**config.mk**
```make
export PLATFORM = sky130hd
export DESIGN_NAME = wb_arbiter2_flat
export DESIGN_NICKNAME = d
export VERILOG_FILES = /design/src/rtl/wb_arbiter2_if.sv /design/src/rtl/wb_arbiter2.sv /design/src/flat_wrapper.sv
export SDC_FILE = /design/constraint.sdc
export NUM_CORES = 1
export LEC_CHECK = 0
export CORE_AREA = 5 5 126 128
export DETAILED_ROUTE_END_ITERATION = 12
export DIE_AREA = 0 0 131 133
export GPL_TIMING_DRIVEN = 0
export HOLD_SLACK_MARGIN = 0.05
export SLEW_MARGIN = 20
export SYNTH_ARGS = -nofsm -noshare
export SYNTH_HDL_FRONTEND = slang
export SYNTH_SLANG_ARGS = --single-unit
```
**constraint.sdc**
```tcl
create_clock -name wb_clk -period 2.1 [get_ports wb_clk]
set_input_delay 0.315 -clock wb_clk [delete_from_list [all_inputs] [get_ports wb_clk]]
set_output_delay 0.315 -clock wb_clk [all_outputs]
set_load 0.02 [all_outputs]
```
**src/rtl/wb_arbiter2_if.sv**
```systemverilog
// Wishbone classic bus bundle shared by the masters and the slave of wb_arbiter2.
// The master modport drives the request; the slave modport drives the response.
interface wb_arbiter2_if #(
  parameter int AW = 32,
  parameter int DW = 32
);
  logic [AW-1:0]   adr;
  logic [DW-1:0]   dat_w;
  logic [DW-1:0]   dat_r;
  logic [DW/8-1:0] sel;
  logic            we;
  logic            cyc;
  logic            stb;
  logic [2:0]      cti;
  logic [1:0]      bte;
  logic            ack;
  logic            err;
  logic            rty;

  modport master (
    output adr, dat_w, sel, we, cyc, stb, cti, bte,
    input  dat_r, ack, err, rty
  );

  modport slave (
    input  adr, dat_w, sel, we, cyc, stb, cti, bte,
    output dat_r, ack, err, rty
  );
endinterface

```
**src/rtl/wb_arbiter2.sv**
```systemverilog
// Two-master round-robin Wishbone classic arbiter; the grant lasts for the whole cyc.
// Optional stall watchdog enabled by defining WB_ARB_TIMEOUT_EN.
module wb_arbiter2 #(
  parameter int AW      = 32,
  parameter int DW      = 32,
  parameter int TIMEOUT = 255
) (
  input  logic            wb_clk,
  input  logic            wb_rst_n,
  wb_arbiter2_if.slave    m0,
  wb_arbiter2_if.slave    m1,
  wb_arbiter2_if.master   s
);

  if (AW < 1 || DW < 8 || (DW % 8) != 0 || TIMEOUT < 2 || TIMEOUT > 255) begin : g_bad_param
    $error("wb_arbiter2: illegal parameter value");
  end

  typedef enum logic [1:0] {IDLE, GNT0, GNT1} state_t;

  state_t state;
  logic   last;
  logic   wd_fire;

`ifdef WB_ARB_TIMEOUT_EN
  logic [7:0] wd_cnt;
  logic       wd_stb;
  logic       wd_term;

  assign wd_stb  = (state == GNT0) ? m0.stb : m1.stb;
  assign wd_term = s.ack | s.err | s.rty;
  assign wd_fire = (state != IDLE) && (wd_cnt == 8'(TIMEOUT - 1));
`else
  assign wd_fire = 1'b0;
`endif

  always_ff @(posedge wb_clk or negedge wb_rst_n) begin
    if (!wb_rst_n) begin
      state <= IDLE;
      last  <= 1'b1;
`ifdef WB_ARB_TIMEOUT_EN
      wd_cnt <= '0;
`endif
    end else begin
      unique case (state)
        IDLE: begin
          // On a tie the master other than the last winner takes the bus
          if (m0.cyc && (!m1.cyc || last)) begin
            state <= GNT0;
            last  <= 1'b0;
          end else if (m1.cyc) begin
            state <= GNT1;
            last  <= 1'b1;
          end
        end
        GNT0:    if (!m0.cyc || wd_fire) state <= IDLE;
        GNT1:    if (!m1.cyc || wd_fire) state <= IDLE;
        default: state <= IDLE;
      endcase
`ifdef WB_ARB_TIMEOUT_EN
      if (state == IDLE || wd_term) wd_cnt <= '0;
      else if (wd_stb)              wd_cnt <= wd_cnt + 8'd1;
`endif
    end
  end

  always_comb begin
    s.adr    = '0;
    s.dat_w  = '0;
    s.sel    = '0;
    s.we     = 1'b0;
    s.cyc    = 1'b0;
    s.stb    = 1'b0;
    s.cti    = '0;
    s.bte    = '0;
    m0.dat_r = '0;
    m0.ack   = 1'b0;
    m0.err   = 1'b0;
    m0.rty   = 1'b0;
    m1.dat_r = '0;
    m1.ack   = 1'b0;
    m1.err   = 1'b0;
    m1.rty   = 1'b0;
    unique case (state)
      GNT0: begin
        s.adr    = m0.adr;
        s.dat_w  = m0.dat_w;
        s.sel    = m0.sel;
        s.we     = m0.we;
        s.cti    = m0.cti;
        s.bte    = m0.bte;
        // A watchdog expiry aborts the bus cycle and substitutes an error
        s.cyc    = m0.cyc & ~wd_fire;
        s.stb    = m0.stb & ~wd_fire;
        m0.ack   = s.ack & ~wd_fire;
        m0.err   = s.err | wd_fire;
        m0.rty   = s.rty & ~wd_fire;
        m0.dat_r = s.dat_r;
        m1.dat_r = s.dat_r;
      end
      GNT1: begin
        s.adr    = m1.adr;
        s.dat_w  = m1.dat_w;
        s.sel    = m1.sel;
        s.we     = m1.we;
        s.cti    = m1.cti;
        s.bte    = m1.bte;
        s.cyc    = m1.cyc & ~wd_fire;
        s.stb    = m1.stb & ~wd_fire;
        m1.ack   = s.ack & ~wd_fire;
        m1.err   = s.err | wd_fire;
        m1.rty   = s.rty & ~wd_fire;
        m0.dat_r = s.dat_r;
        m1.dat_r = s.dat_r;
      end
      default: ;
    endcase
  end

endmodule

```
**src/flat_wrapper.sv**
```systemverilog
// flat-port wrapper written by rule: the top's interface ports become plain ports
module wb_arbiter2_flat 
#(
  parameter int AW      = 32,
  parameter int DW      = 32,
  parameter int TIMEOUT = 255
)
  (wb_clk, wb_rst_n, m0_adr, m0_dat_w, m0_sel, m0_we, m0_cyc, m0_stb, m0_cti, m0_bte, m0_dat_r, m0_ack, m0_err, m0_rty, m1_adr, m1_dat_w, m1_sel, m1_we, m1_cyc, m1_stb, m1_cti, m1_bte, m1_dat_r, m1_ack, m1_err, m1_rty, s_adr, s_dat_w, s_sel, s_we, s_cyc, s_stb, s_cti, s_bte, s_dat_r, s_ack, s_err, s_rty);
  wb_arbiter2_if #(.AW(AW), .DW(DW)) m0_i ();
  wb_arbiter2_if #(.AW(AW), .DW(DW)) m1_i ();
  wb_arbiter2_if #(.AW(AW), .DW(DW)) s_i ();
  input  logic wb_clk;
  input  logic wb_rst_n;
  input wire logic [$bits(m0_i.adr)-1:0] m0_adr;
  input wire logic [$bits(m0_i.dat_w)-1:0] m0_dat_w;
  input wire logic [$bits(m0_i.sel)-1:0] m0_sel;
  input wire logic [$bits(m0_i.we)-1:0] m0_we;
  input wire logic [$bits(m0_i.cyc)-1:0] m0_cyc;
  input wire logic [$bits(m0_i.stb)-1:0] m0_stb;
  input wire logic [$bits(m0_i.cti)-1:0] m0_cti;
  input wire logic [$bits(m0_i.bte)-1:0] m0_bte;
  output wire logic [$bits(m0_i.dat_r)-1:0] m0_dat_r;
  output wire logic [$bits(m0_i.ack)-1:0] m0_ack;
  output wire logic [$bits(m0_i.err)-1:0] m0_err;
  output wire logic [$bits(m0_i.rty)-1:0] m0_rty;
  input wire logic [$bits(m1_i.adr)-1:0] m1_adr;
  input wire logic [$bits(m1_i.dat_w)-1:0] m1_dat_w;
  input wire logic [$bits(m1_i.sel)-1:0] m1_sel;
  input wire logic [$bits(m1_i.we)-1:0] m1_we;
  input wire logic [$bits(m1_i.cyc)-1:0] m1_cyc;
  input wire logic [$bits(m1_i.stb)-1:0] m1_stb;
  input wire logic [$bits(m1_i.cti)-1:0] m1_cti;
  input wire logic [$bits(m1_i.bte)-1:0] m1_bte;
  output wire logic [$bits(m1_i.dat_r)-1:0] m1_dat_r;
  output wire logic [$bits(m1_i.ack)-1:0] m1_ack;
  output wire logic [$bits(m1_i.err)-1:0] m1_err;
  output wire logic [$bits(m1_i.rty)-1:0] m1_rty;
  output wire logic [$bits(s_i.adr)-1:0] s_adr;
  output wire logic [$bits(s_i.dat_w)-1:0] s_dat_w;
  output wire logic [$bits(s_i.sel)-1:0] s_sel;
  output wire logic [$bits(s_i.we)-1:0] s_we;
  output wire logic [$bits(s_i.cyc)-1:0] s_cyc;
  output wire logic [$bits(s_i.stb)-1:0] s_stb;
  output wire logic [$bits(s_i.cti)-1:0] s_cti;
  output wire logic [$bits(s_i.bte)-1:0] s_bte;
  input wire logic [$bits(s_i.dat_r)-1:0] s_dat_r;
  input wire logic [$bits(s_i.ack)-1:0] s_ack;
  input wire logic [$bits(s_i.err)-1:0] s_err;
  input wire logic [$bits(s_i.rty)-1:0] s_rty;
  assign m0_i.adr = m0_adr;
  assign m0_i.dat_w = m0_dat_w;
  assign m0_i.sel = m0_sel;
  assign m0_i.we = m0_we;
  assign m0_i.cyc = m0_cyc;
  assign m0_i.stb = m0_stb;
  assign m0_i.cti = m0_cti;
  assign m0_i.bte = m0_bte;
  assign m0_dat_r = m0_i.dat_r;
  assign m0_ack = m0_i.ack;
  assign m0_err = m0_i.err;
  assign m0_rty = m0_i.rty;
  assign m1_i.adr = m1_adr;
  assign m1_i.dat_w = m1_dat_w;
  assign m1_i.sel = m1_sel;
  assign m1_i.we = m1_we;
  assign m1_i.cyc = m1_cyc;
  assign m1_i.stb = m1_stb;
  assign m1_i.cti = m1_cti;
  assign m1_i.bte = m1_bte;
  assign m1_dat_r = m1_i.dat_r;
  assign m1_ack = m1_i.ack;
  assign m1_err = m1_i.err;
  assign m1_rty = m1_i.rty;
  assign s_adr = s_i.adr;
  assign s_dat_w = s_i.dat_w;
  assign s_sel = s_i.sel;
  assign s_we = s_i.we;
  assign s_cyc = s_i.cyc;
  assign s_stb = s_i.stb;
  assign s_cti = s_i.cti;
  assign s_bte = s_i.bte;
  assign s_i.dat_r = s_dat_r;
  assign s_i.ack = s_ack;
  assign s_i.err = s_err;
  assign s_i.rty = s_rty;
  wb_arbiter2 #(.AW(AW), .DW(DW), .TIMEOUT(TIMEOUT)) u_core (.wb_clk(wb_clk), .wb_rst_n(wb_rst_n), .m0(m0_i), .m1(m1_i), .s(s_i));
endmodule
```
* Word level (Yosys, flattened, before mapping)
Cells that the tools add are included.
Storage, ports and cells: output and inout bits 146, input bits 189, register bits 3, logic and storage cells 37
Operators by class: reduce and logical (&&, ||, !) cells 8, muxes and demuxes 22, equal/unequal tests 5
Operators with widths (number):
- 32-bit case mux with 2 select lines | 2
- 32-bit two-way mux | 1
- 1-bit two-way mux | 8
- 2-bit two-way mux | 4
- 4-bit case mux with 2 select lines | 1
- 1-bit case mux with 2 select lines | 3
- 2-bit case mux with 3 select lines | 1
- 3-bit case mux with 2 select lines | 1
- 2-bit != test (second input constant) | 2
- 2-bit case mux with 2 select lines | 1
- 3-bit by 2-bit != test with 1-bit output (second input constant) | 1
- 3-bit AND reduction | 1
- 2-bit by 1-bit equality test with 1-bit output (second input constant) | 1
- 2-bit equality test (second input constant) | 1
- 2-bit logical NOT | 1
- 2-bit AND reduction | 1
- 2-bit nonzero test | 1
- 2-bit OR reduction | 1
- 1-bit logical AND | 1
- 1-bit logical NOT | 1
- 1-bit logical OR | 1

* Longest topological paths before layout
depth after elaboration 5, mapped depth 7

* Worst setup path before layout
Ideal clock, no wire load.
path kind reg-to-output, start point register u_core.state[0], end point output m1_dat_r[0], required time 1.785 ns, cell stages (with the launch flop) 8, path buffers 4, path slack 0.217 ns, arrival time 1.568 ns, cell sequence dfrtp_1 -> inv_1 -> ha_1 -> clkbuf_2 -> buf_2 -> buf_2 -> and2_1 -> buf_4
Between the ends: word-level cells in the longest chain between the ends 3, elaborated cells between the ends (all ways) 4, those cells by class eq/ne (2); mux (1); reduce/logical (1)
Ends and longest elaborated chain:
- from (decl) | RTL line wb_arbiter2.sv:21 | state_t state;
- from (signal assigned) | RTL line wb_arbiter2.sv:39 | state <= IDLE;
- from (signal assigned) | RTL line wb_arbiter2.sv:49 | state <= GNT0;
- from (signal assigned) | RTL line wb_arbiter2.sv:52 | state <= GNT1;
- 2-bit by 1-bit equality test with 1-bit output or 2-bit equality test (tied branches)
- 2-bit OR reduction (no line) (*)
- 32-bit two-way mux (*)
- to (decl) | RTL line flat_wrapper.sv:34 | output wire logic [$bits(m1_i.dat_r)-1:0] m1_dat_r;
Every way passes the cells marked *; elsewhere a longest branch is shown, timed or not.

* Worst setup path in the final report
start point register u_core.state[1], end point output s_adr[27]
Between the ends: word-level cells in the longest chain between the ends 2, elaborated cells between the ends (all ways) 3, those cells by class eq/ne (2); mux (1)
Ends and longest elaborated chain:
- 2-bit equality test or 2-bit by 1-bit equality test with 1-bit output (tied branches) | RTL line wb_arbiter2.sv:84 | unique case (state)
- 32-bit case mux with 2 select lines (*) | RTL line wb_arbiter2.sv:84
- to (decl) | RTL line flat_wrapper.sv:38 | output wire logic [$bits(s_i.adr)-1:0] s_adr;
Marked as above.

==> impl_metrics.tcl <==
set metrics [dict create \
    status "complete, no violations" \
    path_max_fanout 10 \
    design.core.area_um2 14800 \
    dpl.hpwl_mm 11.7 \
    reg2reg_from "u_core.state[1]" \
    timing.max_cap.violations 0 \
    power_density_nw_per_um2 1290 \
    path_buf_inv 4 \
    p_comb_frac 0.939 \
    port_buffers 334 \
    fin_ws_ps 32.2 \
    layout.nets 808 \
    worst_pin_slew_ps 269 \
    worstPathRequired_ps 1780 \
    wl_per_cell_um 17.4 \
    diodes 0 \
    end_kind "primary output" \
    timing.critical_path.cells "buf_4 -> ha_1 -> buf_6 -> clkbuf_4 -> a22oi_1 -> nor2b_1 -> clkdlybuf4s15_2" \
    nFillCells 1598 \
    root_buffer "clkbuf_16" \
    grt-ovfl-total 0 \
    rsz0062_at_grt "yes" \
    synth_cell_types 18 \
    grt_pass1_wl_mm 19.7 \
    post-route-util 0.363 \
    drtPass1Iterations 6 \
    syn2layout_area_growth_pct 186 \
    multi_input_area_um2 1520 \
    finClkSkew_ps 1.14 \
    hold_viol 0 \
    peakVddDrop_uv 389 \
    synthCells 272 \
    cp_slowest_stage_delay_ps 390 \
    synth_top_area_share 0.301 \
    cp-startpoint "u_core.state[1]" \
    regArea_um2 76.3 \
    grt_usage 0.142 \
    clock_path_buffers 2 \
    synthXorXnorAreaFrac 0 \
    synth-simple-area-share 0.387 \
    power_frac_seq 0.017 \
    vias 3340 \
    internal_power_mw 3.50 \
    clkSlewWorstSetupHoldPaths_ps 30 \
    dp_slack_ps -716 \
    p_clk_frac 0.044 \
    grt_pass1_vias 3578 \
    design_area_um2 5360 \
    fin_setup_tns_ps 0 \
    dieArea_um2 17400 \
    routed_wl_mm 14.0 \
    p_sw_mw 3.42 \
    cpMaxStageDelayCell "dfrtp_1" \
    yosys-top-cells-area "a22oi_1, nor2b_1, buf_4" \
    clkSinkCount 3 \
    critPathKind "reg -> out" \
    slew_headroom 0.821 \
    switching_share 0.494 \
    finalCritPeriodShare 0.985 \
    grt_max_degree 11 \
    yosysTopAreaCell "a22oi_1" \
    die_x_um 131 \
    max_freq_mhz 484 \
    cts_buffers 3 \
    yosys_warnings 0 \
    period_minus_slack_ps 2070 \
    ys_ff_latch 3 \
    pin_count 335 \
    drive_gt1_frac 0.403 \
    htree_levels 1 \
    place.gp.congestion 0.902 \
    dr.first_iter.drc_count 95 \
    syn_nets 464 \
    p_leak_nw 2.38 \
    rows 45 \
    via_per_inst 4.16 \
    ant_nets 0 \
    synth_top_family_by_area "simple AND/OR/NAND/NOR gates" \
    synthMuxAreaShare 0 \
    drc 0 \
    synth_adder_area_share 0.0200 \
    final_cell_mix "clkdlybuf4s50_1, buf_2, nor2b_1" \
    clk_latency_ps 230 \
    finalSetupViolations 0 \
    syn_area_um2 1870 \
    start_util 0.127 \
    die_y_um 133 \
    placed_cell_area_um2 5450 \
    layout_commonest_cell "clkdlybuf4s50_1" \
    antenna_found_initial 0 \
    drv_slew 0 \
    synth_compound_area_frac 0.335 \
    cp_top_family "buffers and inverters" \
    seq_area_frac_synth 0.0407 \
    worstPathArrival_ps 1750 \
    hold_path.class "in -> async" \
    avgSynthCellArea_um2 6.89 \
    tritoncts "done" \
    finalPower_mw 6.91 \
    cp-start-kind "flip-flop" \
]
[layer usage]
metal	share of wire	track usage	vias to the layer above
met2	0.52	0.267	186
met1	0.37	0.161	1536
met5	0	0	-
met3	0.096	0.0363	14
met4	0.011	0.0194	0
li1	-	-	1604
[power by group through the flow]
stage	combinational, mW	clock, mW	sequential, mW
floorplan	3.46	0	0.108
global placement	6.29	0	0.115
detailed placement	6.35	0	0.119
CTS	6.30	0.310	0.118
global route	6.95	0.311	0.122
finish	6.49	0.305	0.118
[worst paths after layout]
check                                  endpoint  slack [ps]  depth (start not counted)
worst max-delay path                  s_adr[27]          30                          7
worst min-delay path            u_core.state[1]         270                          1
min in group wb_clk                 u_core.last         530                          2
worst min register to register      u_core.last         530                          2
max in group asynchronous           u_core.last        1610                          1
worst max register to register  u_core.state[1]         500                          7
[state kept, by name (all words and copies together), names as in the netlist]
name and flops:
u_core.last 1, u_core.state 2
[per-stage QoR]
step	std cells	hold WS (ps)
3_3_place_gp	794	501
3_5_place_dp	794	513
5_1_grt	803	279
2_1_floorplan	272	19.4
6_report	803	272
4_1_cts	801	275
[cells by family (layout without fill, tap and decap cells)]
group                    Yosys count  in the layout
AND/OR/NAND/NOR                  117            117
AO/OA/AOI/OAI                     83             83
buffers and inverters             66            409
adder cells (fa/ha/maj)            3              3
flip-flops                         3              3
[area by class of cell]
type / instances / share of cell area
repair buffers: 341 / 0.531
clock buffers: 4 / 0.0147
plain buffers: 60 / 0.110
flip-flops and latches: 3 / 0.0142
inverters: 4 / 0.00280
well taps: 188 / 0.0439
multi-input cells: 203 / 0.284
[synthesized netlist by cell type]
library cell and instances:
nor2b_1 76, a22oi_1 75, and2_1 38, buf_4 33, buf_2 15, clkbuf_1 10
inv_1 4, ha_1 3, nand2_1 3, a21oi_1 2, a22o_1 2, buf_6 2
clkbuf_2 2, dfrtp_1 2, o21ai_1 2, a22oi_4 1, dfstp_2 1, o21ai_0 1
[repair_timing]
item | 4_1_cts | 5_1_grt
gates resized for setup | 544 | 130
pin swaps | 0 | 1
setup buffers | 2 | 2
gates cloned | 1 | 2
hold buffers | 0 | 0
endpoints found under the setup margin | 146 | 96
No activity file was read; power rests on OpenSTA's default activity.
